## src/rtl/riscv_defs.sv

```systemverilog
// Shared definitions for the instruction fetch slice: data width, opcodes,
// fetch FSM encoding and the {pc, word} buffer entry.
package riscv_defs;

   localparam int XLEN = 32;

   localparam logic [6:0] OP_R   = 7'b0110011;
   localparam logic [6:0] OP_LW  = 7'b0000011;
   localparam logic [6:0] OP_SW  = 7'b0100011;
   localparam logic [6:0] OP_BEQ = 7'b1100011;

   typedef enum logic [1:0] {
      ST_IDLE = 2'd0,
      ST_WAIT = 2'd1,
      ST_DROP = 2'd2
   } fetch_state_t;

   typedef struct packed {
      logic [XLEN-1:0] pc;
      logic [XLEN-1:0] word;
   } fetch_entry_t;

   function automatic logic [XLEN-1:0] word_align(input logic [XLEN-1:0] a);
      return {a[XLEN-1:2], 2'b00};
   endfunction

endpackage

```

## src/rtl/fila_instrucao.sv

```systemverilog
// Two-entry FIFO holding fetched {pc, word} pairs; flush empties it in one cycle.
module fila_instrucao #(
   parameter int W = 64
) (
   input  logic         clk,
   input  logic         reset,
   input  logic         push,
   input  logic         pop,
   input  logic         flush,
   input  logic [W-1:0] data_in,
   output logic [W-1:0] data_out,
   output logic         full,
   output logic         empty,
   output logic [1:0]   count
);

   logic [W-1:0] mem [2];
   logic         rd_ptr;
   logic         wr_ptr;
   logic         do_pop;
   logic         do_push;

   assign full     = (count == 2'd2);
   assign empty    = (count == 2'd0);
   assign data_out = mem[rd_ptr];

   // A full buffer still accepts a push when the head leaves in the same cycle.
   assign do_pop  = pop && !empty;
   assign do_push = push && (!full || do_pop);

   always_ff @(posedge clk) begin
      if (reset) begin
         for (int i = 0; i < 2; i++) mem[i] <= '0;
         rd_ptr <= 1'b0;
         wr_ptr <= 1'b0;
         count  <= 2'd0;
      end else if (flush) begin
         rd_ptr <= 1'b0;
         wr_ptr <= 1'b0;
         count  <= 2'd0;
      end else begin
         if (do_push) begin
            mem[wr_ptr] <= data_in;
            wr_ptr      <= ~wr_ptr;
         end
         if (do_pop) rd_ptr <= ~rd_ptr;
         count <= count + 2'(do_push) - 2'(do_pop);
      end
   end

endmodule

```

## src/rtl/busca_instrucao.sv

```systemverilog
// Instruction fetch: one outstanding memory request, 2-deep {pc, word} buffer,
// branch redirect with discard of in-flight responses.
module busca_instrucao
   import riscv_defs::*;
#(
   parameter logic [31:0] RESET_PC = 32'h0000_0000
) (
   input  logic        clk,
   input  logic        reset,
   output logic        imem_req,
   output logic [31:0] imem_addr,
   input  logic        imem_rvalid,
   input  logic [31:0] imem_rdata,
   output logic        instr_valid,
   input  logic        instr_ready,
   output logic [31:0] instr,
   output logic [31:0] instr_pc,
   output logic [6:0]  opcode,
   input  logic        redirect,
   input  logic [31:0] redirect_pc
);

   fetch_state_t    state;
   logic [XLEN-1:0] fpc;
   logic [XLEN-1:0] req_pc;
   fetch_entry_t    head;
   fetch_entry_t    wr_entry;
   logic [1:0]      count;
   logic            full;
   logic            empty;
   logic            outstanding;
   logic            slot_free;
   logic            push;
   logic            pop;
   logic [2:0]      credit;

   assign outstanding = (state == ST_WAIT);
   assign pop         = instr_valid && instr_ready && !redirect;
   assign push        = outstanding && imem_rvalid && !redirect && (!full || pop);
   assign wr_entry    = '{pc: req_pc, word: imem_rdata};

   // Occupancy after this edge plus the request we might issue must stay <= 2;
   // a response landing now just moves from "outstanding" into the buffer.
   assign slot_free = (state == ST_IDLE) || (outstanding && imem_rvalid);
   assign credit    = {1'b0, count} + {2'b00, outstanding} - {2'b00, pop};
   assign imem_req  = !reset && !redirect && slot_free && (credit < 3'd2);
   assign imem_addr = fpc;

   always_ff @(posedge clk) begin
      if (reset) begin
         state  <= ST_IDLE;
         fpc    <= RESET_PC;
         req_pc <= '0;
      end else if (redirect) begin
         fpc <= word_align(redirect_pc);
         // A response still owed by memory must be swallowed before refetching.
         if ((state != ST_IDLE) && !imem_rvalid) state <= ST_DROP;
         else                                    state <= ST_IDLE;
      end else begin
         case (state)
            ST_IDLE: if (imem_req) state <= ST_WAIT;
            ST_WAIT: if (imem_rvalid) state <= imem_req ? ST_WAIT : ST_IDLE;
            ST_DROP: if (imem_rvalid) state <= ST_IDLE;
            default: state <= ST_IDLE;
         endcase
         if (imem_req) begin
            fpc    <= fpc + 32'd4;
            req_pc <= fpc;
         end
      end
   end

   fila_instrucao #(.W(2 * XLEN)) u_fila (
      .clk      (clk),
      .reset    (reset),
      .push     (push),
      .pop      (pop),
      .flush    (redirect),
      .data_in  (wr_entry),
      .data_out (head),
      .full     (full),
      .empty    (empty),
      .count    (count)
   );

   assign instr_valid = !empty;
   assign instr       = head.word;
   assign instr_pc    = head.pc;
   assign opcode      = head.word[6:0];

endmodule

```

## config.mk

```make
export PLATFORM = sky130hd
export DESIGN_NAME = busca_instrucao
export DESIGN_NICKNAME = d
export VERILOG_FILES = /design/src/rtl/riscv_defs.sv /design/src/rtl/fila_instrucao.sv /design/src/rtl/busca_instrucao.sv
export SDC_FILE = /design/constraint.sdc
export NUM_CORES = 1
export LEC_CHECK = 0
export CAP_MARGIN = 15
export CORE_MARGIN = 5
export CORE_UTILIZATION = 56
export CTS_CLUSTER_SIZE = 28
export DETAILED_ROUTE_END_ITERATION = 16
export HOLD_SLACK_MARGIN = 0.12
export MAX_ROUTING_LAYER = met4
export PLACE_DENSITY_LB_ADDON = 0.1
export SLEW_MARGIN = 20
export SYNTH_ARGS = -nofsm -noshare
export SYNTH_HDL_FRONTEND = slang
export SYNTH_HIERARCHICAL = 1
export SYNTH_SLANG_ARGS = --single-unit
```

## constraint.sdc

```tcl
create_clock -name clk -period 7.1 [get_ports clk]
set_clock_uncertainty 0.05 [all_clocks]
set_input_delay 0.71 -clock clk [delete_from_list [all_inputs] [get_ports clk]]
set_output_delay 0.71 -clock clk [all_outputs]
set_load 0.05 [all_outputs]
```

==> flow_summary_export.csv <==
group,metric,value,unit
status,status,"completed",
yosys,yosysTopAreaCellShare,42.9,%
clocking,cts_resized,0,
yosys,synth_cell_types,62,
routing,wl_per_cell,17.5,µm
yosys,synthTopCellsByArea,"edfxtp_1, dfxtp_1, and2_1",
sta,fin_setup_tns,0,ns
floorplanning,coreArea,0.0158,mm²
yosys,synth_flop_cell,"edfxtp_1",
clocking,clock_latency,0.42,ns
hold_path,min_path_type,"reg -> reg",
layout,syn2layout_area_growth,24.9,%
layout,final_util,71.0,%
critical_path,crit_fanout,46,
floorplanning,ios,174,
routing,remaining_drc_errors,0,
floorplanning,die_height,137,µm
sta,rsz0062_at_grt,"no",
yosys,synth_edf_count,128,
sta,period_minus_slack,4.70,ns
critical_path,worstPathRequired,6.34,ns
routing,dr.pass1.iters,5,
yosys,synth_most_common_cell,"edfxtp_1",
routing,drt-total-wl,19.9,mm
clocking,path_clk_slew,0.07,ns
critical_path,crit_type,"in -> out",
critical_path,cp_num_buf_inv,4,
global_routing,grt_busiest_layer,"met2",
power,max-vdd-ir-drop,0.000172,V
hold_path,holdPathStages,2,
run,maxCapViolCount,0,
critical_path,reg2reg_depth,13,
clocking,cts_setup_buffers,0,
yosys,yosys.area.top_type,"edfxtp_1",
power,leakage,4.00,nW
floorplanning,die_w,137,µm
sta,tightest_slew,0.972,ns
sta,period_share,66.2,%
sta,hold_ws,0.411,ns
routing,first_iter_violations,514,
layout,drive_above_1_share,14.0,%
critical_path,worstPathCellList,"clkdlybuf4s50_1 > buf_4 > nor2_1 > ha_1 > nand2b_1 > fa_1 > nor4b_4 > nand3_2 > inv_2 > buf_12",
global_routing,grt_use_met1,29.2,%
sta,max_slew_margin,35.2,%
sta,slew_violations,0,
floorplanning,rows,46,
clocking,tritoncts,"done",
routing,postRouteAntennaNets,0,
clocking,cts-buffers-inserted,17,
routing,viasPerCell,5.50,
place,dpl.hpwl,12.5,mm
global_routing,grt_pass1_wl,31.9,mm
sta,finalHoldViolCount,0,
layout,num_antenna_cells,0,
clocking,ctsHoldBuffers,0,
yosys,ys_top_cells_by_count,"edfxtp_1, and2_1, nand2_1, dfxtp_1, mux2_2",
yosys,syn_area,0.00896,mm²
yosys,synth_area_per_cell,11.7,µm²
sta,finalSetupViolations,0,
yosys,ys_warn_count,6,
global_routing,antenna_found_initial,0,
global_routing,use_met2,35.5,%
floorplanning,die_area,0.0186,mm²
global_routing,track_usage,22.3,%
sta,clock.fmax,0.213,GHz
place,routabilityCongestion,0.888,
global_routing,grt_overflow,0,
global_routing,grt_max_degree,72,
yosys,netlist_instances,767,
clocking,htree_levels,4,
clocking,cts_root_buffer,"clkbuf_16",
critical_path,cp-start-kind,"input port",
place,numPortBuffers,169,
critical_path,slowest_stage,"inv_2",
clocking,cts.sinks,195,
critical_path,arrival,3.94,ns
yosys,async_flop_share,0,%
critical_path,max_stage_delay,0.59,ns
global_routing,grt_pass1_vias,6363,
clocking,cts.path.max_buffers,2,
critical_path,cp_top_family,"buffers and inverters",
critical_path,cp_num_cells,10,
yosys,synth-seq-cells,195,
routing,vias,6241,
power,cellPowerDensity,221,mW/mm²
yosys,seq_area_frac_synth,57.8,%
floorplanning,start_util,56.8,%
layout,num-fill-cells,1190,
global_routing,globalRouteMet3Util,4.85,%
critical_path,critPathCaptureType,"output pin",
layout,nets,979,
## path summary, 6_finish.rpt
check	from	to	slack [ns]
worst max-delay path	redirect	imem_req	2.40
worst min-delay path	req_pc[12]	req_pc[12]	0.41
worst max register to register	u_fila/count[1]	imem_addr[12]	3.03
worst min register to register	req_pc[12]	req_pc[12]	0.41
## logic make-up (layout without fill, tap and decap cells)
family	after synthesis	count (layout)	synth area share, %
buffers and inverters	63	210	4.13
XOR/XNOR	13	13	1.27
other	1	6	0.0418
AND/OR/NAND/NOR	321	321	20.9
flip-flops	195	195	57.8
multiplexers	69	69	8.68
AO/OA/AOI/OAI	101	101	6.53
adder cells (fa/ha/maj)	4	4	0.642
## layer usage
layer	vias to the layer above	routed length, µm
li1	2990	-
met1	3011	8680
met2	211	9460
met3	29	1440
met4	0	288
met5	-	0
## metrics by stage
stage                     setup slack [ns]  power [mW]  cell area [µm²]  cells
after floorplan                       2.83        1.47             8980    772
after global placement                2.52        1.58            10600   1103
after detailed placement              2.36        1.59            10600   1103
after CTS                             2.42        2.49            11200   1135
after global routing                  2.18        2.57            11200   1135
final                                 2.40        2.47            11200   1135
## cell type report
class                      count  area, µm²  area share [%]
clock inverter                12        125            1.12
timing repair buffer         172       1720            15.4
sequential                   195       5190            46.4
multi-input combinational    514       3430            30.7
clock buffer                  20        437            3.90
inverter                       6       22.5           0.201
tap                          216        270            2.41
## sequential cells by signal, indices dropped and copies added, names as in the netlist, named ones only
register,count
imem_addr,30
req_pc,30
state,2
u_fila/count,2
u_fila/mem,128
u_fila/rd_ptr,1
u_fila/wr_ptr,1
## worst min-delay path, cell delays in order, from the launching register on
cell	delay, ns
dfxtp_1	0.31
nand2_1	0.05
a21oi_1	0.05
## placed cells by master (no fill, tap or decap), drive strengths merged, types with 12 or more instances in the layout
cell,netlist,layout
clkdlybuf4s50,0,167
and2,137,137
edfxtp,128,128
nand2,88,88
mux2,67,67
dfxtp,67,67
a21oi,51,51
clkbuf,27,20
nor2,16,16
a31oi,16,16
nand3,16,16
o21ai,12,12
## report_power, final
part | leakage, nW | internal (mW) | switching, mW | total, mW
sequential | 1.87 | 1.25 | 0.0312 | 1.28
clock | 0.277 | 0.493 | 0.417 | 0.910
combinational | 1.85 | 0.108 | 0.178 | 0.285
No activity file was read; power rests on OpenSTA's default activity.
